$ cat config.mk
export PLATFORM = sky130hd
export DESIGN_NAME = serial_lsb_comparator
export DESIGN_NICKNAME = d
export VERILOG_FILES = /design/src/rtl/serial_lsb_comparator.sv
export SDC_FILE = /design/constraint.sdc
export NUM_CORES = 1
export LEC_CHECK = 0
export ABC_AREA = 1
export BUFFER_PORTS_ARGS = -buffer_cell sky130_fd_sc_hd__clkbuf_2
export CORE_ASPECT_RATIO = 1.25
export CORE_MARGIN = 10
export CORE_UTILIZATION = 47
export DETAILED_ROUTE_END_ITERATION = 10
export PLACE_DENSITY = 0.71
export REMOVE_ABC_BUFFERS = 1
export SLEW_MARGIN = 5
export SYNTH_ARGS = -nofsm -noshare
export SYNTH_HDL_FRONTEND = slang
export SYNTH_SLANG_ARGS = --single-unit
$ cat constraint.sdc
create_clock -name clk -period 1.16 [get_ports clk]
set_clock_uncertainty 0.05 [all_clocks]
set_input_delay 0.232 -clock clk [delete_from_list [all_inputs] [get_ports clk]]
set_output_delay 0.232 -clock clk [all_outputs]
set_load 0.01 [all_outputs]
$ cat src/rtl/serial_lsb_comparator.sv
// serial_lsb_comparator
//   Bit-serial unsigned magnitude comparator. Two WIDTH-bit operands are
//   captured on an accepted start. One bit pair per clock is then examined,
//   least significant bit first. Because a more significant differing bit
//   always overrides what the lower bits decided, the relation held after
//   the last bit is the true unsigned relation of a and b.
//
// Handshake (valid/ready style):
//   - The block is ready whenever busy=0, in IDLE or DONE. A start seen
//     high on a rising edge while ready is accepted, and a/b are captured
//     on that same edge.
//   - A start while busy=1 is ignored. Changes on a and b while busy=1 are
//     also ignored.
//   - done is the result-valid strobe. It is high for one cycle, WIDTH
//     edges after the accepting edge. g/e/s are held until the next done.
//
// Ports:
//   clk       rising-edge clock
//   rst       synchronous active-high reset, overrides every other input
//   start     request a new comparison
//   a, b      WIDTH-bit unsigned operands
//   busy      comparison in progress
//   done      one-cycle pulse, result valid
//   g, e, s   a > b, a == b, a < b (registered, one-hot after first done)
//   state_dbg current FSM state (0=IDLE, 1=RUN, 2=DONE) for checkers
module serial_lsb_comparator #(
  parameter int WIDTH = 8,
  parameter int CNT_W = $clog2(WIDTH + 1)
) (
  input  logic             clk,
  input  logic             rst,
  input  logic             start,
  input  logic [WIDTH-1:0] a,
  input  logic [WIDTH-1:0] b,
  output logic             busy,
  output logic             done,
  output logic             g,
  output logic             e,
  output logic             s,
  output logic [1:0]       state_dbg
);

  typedef enum logic [1:0] {
    IDLE = 2'd0,
    RUN  = 2'd1,
    DONE = 2'd2
  } state_t;

  typedef enum logic [1:0] {
    REL_EQ = 2'd0,
    REL_GT = 2'd1,
    REL_LT = 2'd2
  } rel_t;

  state_t           state;
  rel_t             rel;
  rel_t             next_rel;
  logic [WIDTH-1:0] sa;
  logic [WIDTH-1:0] sb;
  logic [CNT_W-1:0] count;
  logic             last_bit;

  assign state_dbg = state;
  assign last_bit  = (count == CNT_W'(WIDTH - 1));

  // The current bit pair decides the relation only when the bits differ.
  // Otherwise the relation from the lower bits carries through.
  always_comb begin
    next_rel = rel;
    if (sa[0] && !sb[0]) begin
      next_rel = REL_GT;
    end else if (!sa[0] && sb[0]) begin
      next_rel = REL_LT;
    end
  end

  always_ff @(posedge clk) begin
    if (rst) begin
      state <= IDLE;
      busy  <= 1'b0;
      done  <= 1'b0;
      g     <= 1'b0;
      e     <= 1'b0;
      s     <= 1'b0;
      sa    <= '0;
      sb    <= '0;
      count <= '0;
      rel   <= REL_EQ;
    end else begin
      case (state)
        IDLE, DONE: begin
          // Whether or not a new start arrives, done falls on this edge.
          done <= 1'b0;
          if (start) begin
            sa    <= a;
            sb    <= b;
            count <= '0;
            rel   <= REL_EQ;
            busy  <= 1'b1;
            state <= RUN;
          end else begin
            state <= IDLE;
          end
        end
        RUN: begin
          rel   <= next_rel;
          sa    <= sa >> 1;
          sb    <= sb >> 1;
          count <= count + CNT_W'(1);
          if (last_bit) begin
            // Publish the relation including this final, most significant bit.
            state <= DONE;
            busy  <= 1'b0;
            done  <= 1'b1;
            g     <= (next_rel == REL_GT);
            e     <= (next_rel == REL_EQ);
            s     <= (next_rel == REL_LT);
          end
        end
        default: begin
          state <= IDLE;
          busy  <= 1'b0;
          done  <= 1'b0;
        end
      endcase
    end
  end

endmodule

==> Word level (Yosys, flattened, before mapping) <==
Cells that the tools add are included.
{ "totals": {"regBits": 29, "in_bits": 19, "elab_cells": 47} }
{ "op_classes": {"addsub": 1, "n_eq_ne": 7, "muxes": 16, "n_bitwise": 1, "n_reduce_logical": 12} }
{ "op_table": {"columns": ["operator", "n"], "rows": [
  ["$pmux W8 S2", 2],
  ["$mux W8", 2],
  ["$mux W2", 4],
  ["$pmux W2 S2", 2],
  ["$pmux W4 S2", 1],
  ["$reduce_and A2 Y1", 3],
  ["$add A4 B1 Y4 const B", 1],
  ["$eq A2 B1 Y1 const B", 2],
  ["$eq A2 B2 Y1 const B", 2],
  ["$eq A4 B3 Y1 const B", 1],
  ["$logic_not A2 Y1", 2],
  ["$mux W4", 1],
  ["$ne A2 B2 Y1 const B", 2],
  ["$reduce_or A2 Y1", 2],
  ["$mux W1", 3],
  ["$logic_and A1 B1 Y1", 2],
  ["$logic_not A1 Y1", 2],
  ["$pmux W1 S2", 1],
  ["$reduce_bool A2 Y1", 1],
  ["$not A1 Y1", 1]
]} }

==> Depth between registers and ports, before layout <==
{ "logic_depth": {"word_depth": 5, "ltp_mapped": 7} }

==> Least setup slack after synthesis <==
OpenSTA, ideal clock, no wires.
{ "synth_path": {"path_kind": "register to register", "from": "reg count[0]", "to": "reg g", "t_arrival_ns": 1.023, "t_required_ns": 0.978, "setup_slack_ns": -0.045, "path_stages_with_launch": 7, "path_buffers": 0, "period_less_slack_ns": 1.205, "cell_sequence": "dfxtp_1 ha_1 nand3_1 nor2_1 inv_1 nand2_1 a21oi_1"} }
{ "synth_between": {"elab_chain_cells": 2} }
{ "synth_lines": {"columns": ["element", "line_no", "source"], "rows": [
  ["from (decl)", "60", "logic [CNT_W-1:0] count;"],
  ["from (signal assigned)", "109", "count <= count + CNT_W'(1);"],
  ["$eq A4 B3 Y1", "64", "assign last_bit = (count == CNT_W'(WIDTH - 1));"],
  ["$reduce_and A2 Y1 (no source line)", null, null],
  ["to (signal assigned)", "115", "g <= (next_rel == REL_GT);"],
  ["to (decl)", "37", "output logic g,"]
]} }
Every way passes these cells.
A chain may end at the register's enable or synchronous reset.

==> Final worst setup path <==
{ "layout_path": {"from": "reg state[1] (netlist: state_dbg[1])", "to": "out state_dbg[1]"} }
{ "layout_rtl": {"columns": ["element", "line_no", "source"], "rows": [
  ["from (decl)", "55", "state_t state;"],
  ["from (signal assigned)", "79", "state <= IDLE;"],
  ["from (signal assigned)", "100", "state <= RUN;"],
  ["from (signal assigned)", "102", "state <= IDLE;"],
  ["to (decl)", "40", "output logic [1:0] state_dbg"]
]} }
No word-level cell between the ends.

==> results.txt <==
----------------------------------------------------
[Timing]
  Period utilisation layout ... 1.02
  Unrepaired setup endpoints after global routing ... true
  Worst slew margin relative to its limit ... 0.869
  Crit path time final ... 1.18 ns
  Final Hold Fails ... 0
  Maximum operating frequency ... around 850 MHz
  Setup TNS ... -0.0251 ns
  Transition time of the tightest slew-check pin ... 0.194 ns
  Final number of setup-violating endpoints ... 2
  Final Max Tran Viols ... 0
  Min Hold Slack ... between 0.08 and 0.09 ns
  Post-layout worst setup margin ... -0.0203 ns

[Global routing]
  Overflow after GRT ... 0
  Global-route usage over all layers ... 0.124
  Wire length of the first global-routing pass ... 5060 um
  Via count of the first global-routing pass ... 1,205
  Number of antenna violations at the first check in global routing ... 0
  Largest net degree at the start of global routing ... 15

[Worst setup path]
  Cells traversed along the worst timing path ... buf_6 -> buf_6
  Crit path top cell by count ... buf_6
  Highest cell delay on the worst timing path ... 0.34 ns
  Kind of start point of the critical path ... register
  Gate family responsible for the most delay along the worst path ... flip-flops
  Data arrival time of the worst path ... 0.90 ns
  Flop-to-flop setup slack ... 0.02 ns
  FF-to-FF End ... sb[5]$_SDFFE_PP0P_
  Largest driver fanout on the critical path ... 2
  Crit path kind ... register to output pin
  Critical Path RT ... between 0.8 and 0.9 ns
  CP Capture Type ... output pin
  Startpoint of the worst register-to-register path ... state_dbg[0]$_SDFFE_PP0P_
  Worst Reg-to-Reg Cells ... 7
  Slowest stage cell on the critical path ... dfxtp_2
  Worst Path Buf+Inv ... 2
  Crit path launch ... state_dbg[1]$_SDFFE_PP0P_

[Layout]
  Diodes inserted ... 0
  Nets ... roughly 240
  Ratio of cells with drive above 1 in the final layout ... 0.341
  Syn-to-layout area delta ... 41.6%
  Post-route standard cell area excluding fillers ... 1730 um2
  Fillcell total ... approximately 220
  Count of placed standard cells in the final layout, fillers left out ... 253
  Core utilization of the finished layout ... 0.707

[Pwr]
  Psw ... 593 uW
  Internal power ... 1.73 mW
  Worst vdd ir ... 985 uV
  Combinational share of power ... 0.160
  Clk pwr share ... 0.373
  Power per Cell Area ... ~1300 nW/um2
  Switching share of power ... 0.255
  Total power draw ... 2.32 mW
  Fraction of power consumed by sequential logic ... 0.467
  Leak Pwr ... 0.775 nW

[CTS]
  Post-CTS clock slew at the launch and capture registers of the worst setup and hold paths ... around 0.09 ns
  Clock H-tree levels ... 2
  Max Buffers Root-to-Sink ... 2
  Clock tree root driver cell ... clkbuf_4
  Clock latency reported for the late side of the worst-skew pair ... 0.33 ns
  Number of buffers inserted during clock tree synthesis ... 5
  Clk sink count ... 29
  CTS tree ... yes

[Floorplanning]
  Chip height ... ~77 um
  Area of the placeable core ... 2450 um2
  Row count ... 20
  Die Span X ... around 66 um
  IO Pins ... 26
  Die area ... 5060 um2
  Effective utilization at floorplan ... 0.499

[Synthesis]
  Post-synth design cell area ... 1220 um2
  Post-Syn Area per Cell ... 7.03 um2
  Library cell occupying the most area in the post-synthesis netlist ... dfxtp_1
  Share of the synthesized area in the top cell type ... 0.474
  Synth area leaders ... dfxtp_1 (47%), nand2_1 (16%), a21oi_1 (6.5%), o21ai_0 (6.1%), inv_1 (5.2%)
  Seq/Total Area, Yosys ... 0.474
  Gate count after technology mapping ... 174
  Yosys warns ... 0
  Unique masters post-synth ... 20
  Flops & latches, synth ... 29

[Run status]
  Result of the run ... finished, violations left
  Violations in the final reports ... negative setup slack

[Place]
  Placed cells ... roughly 240
  Detailed placer's ending HPWL ... 2330 um
  Global placer's final weighted congestion ... 0.808
  Post-placement setup slack ... -0.0794 ns
  I/O Buffers ... 25
  Area of placed instances ... 1510 um2

[Flow run]
  Number of max-cap violations ... 0

[Min path]
  Worst Hold End ... sa[7]$_SDFFE_PP0P_
  Start point of the worst hold path ... a[7]
  Hold depth ... 3
  Worst hold path class ... input port to register

[Drt]
  Drt wl/cell ... around 13 um
  Wirelength, routed ... 3260 um
  Pre-antenna DRT Iters ... 4
  Number of remaining DRC errors ... 0
  Per-cell via count in the routed design ... 4.92
  Iter 0 DRT Violations ... 34
  Final antenna-violating net count ... 0
  Total vias in the final route ... approximately 1,200

----------------------------------------------------
[flip-flops by register name (all words and copies together), names as in the netlist]
signal	cells
s	1
state_dbg	2
sa	8
rel	2
sb	8
count	4
busy	1
g	1
done	1
e	1
[power by group through the flow]
stage	registers (mW)	logic (mW)	clock network, mW
3_3_place_gp	1.10	0.303	0
5_1_grt	1.09	0.413	0.929
4_1_cts	1.08	0.320	0.875
3_5_place_dp	1.10	0.315	0
2_1_floorplan	1.10	0.154	0
6_report	1.08	0.371	0.866
[worst reg2reg max path, cell delays in order (launching register included)]
cell,delay (ns)
dfxtp_4,0.39
inv_4,0.08
nand2_2,0.07
nand2_4,0.07
inv_4,0.05
buf_6,0.13
a21oi_2,0.15
nor2_1,0.05
[cell usage in the layout, fill, tap and decap left out, drive strengths merged]
cell type,instances
nand2,54
clkbuf,30
o22ai,2
a21oi,16
inv,20
o211ai,1
o21ai,15
a211oi,1
dfxtp,29
buf,21
ha,1
nor3,2
nor2,17
nand3,10
bufinv,1
[worst max-delay path by stage]
stage | cells after the start | slack, ns | end
floorplan | 6 | -0.22 | sa[2]$_SDFFE_PP0P_
global placement | 6 | -0.04 | s$_SDFFE_PP0P_
detailed placement | 6 | -0.08 | g$_SDFFE_PP0P_
CTS | 2 | -0.02 | state_dbg[1]
global route | 2 | -0.06 | state_dbg[1]
finish | 2 | -0.02 | state_dbg[1]
[per-layer routing]
layer | vias up | track usage | share of wire
met5 | - | 0 | 0
met4 | 0 | 0.0408 | 0.012
met3 | 6 | 0.0640 | 0.061
met2 | 34 | 0.204 | 0.51
met1 | 561 | 0.131 | 0.41
li1 | 643 | - | -
[cell usage after synthesis]
cell,instances
buf_1,1
o22ai_1,2
nand3_1,10
a21oi_1,16
clkbuf_2,1
nor2_4,1
o21ai_0,15
o211ai_1,1
nor3_1,2
nand2_2,1
dfxtp_1,29
nand2_1,53
a211oi_1,1
buf_2,3
inv_1,17
nor2_2,2
ha_1,1
inv_2,3
buf_4,1
nor2_1,14
[area by class of cell]
class	instances	area, um2	share of cell area
Timing Repair Buffer	44	308	0.178
Clock buffer	7	55.1	0.0318
Sequential cell	29	588	0.339
Inverter	20	80.1	0.0462
Tap cell	33	41.3	0.0238
Multi-Input combinational cell	119	631	0.364
Clock inverter	1	30.0	0.0173
[logic make-up (layout without fill, tap and decap cells)]
kind of cell    count (synthesis)  after routing  synth area share
compound gates                 35             35             0.149
simple gates                   83             83             0.279
fa+ha+maj                       1              1            0.0102
buf+inv                        26             72            0.0869
flops                          29             29             0.474
[what timing repair did]
action                                  in CTS  in global routing
gates resized for setup                     10                 31
hold buffers                                 0                  0
pin swaps                                    1                  4
endpoints found under the setup margin      22                 28
setup buffers                                0                  1
Power figures use the tool's default switching activity.
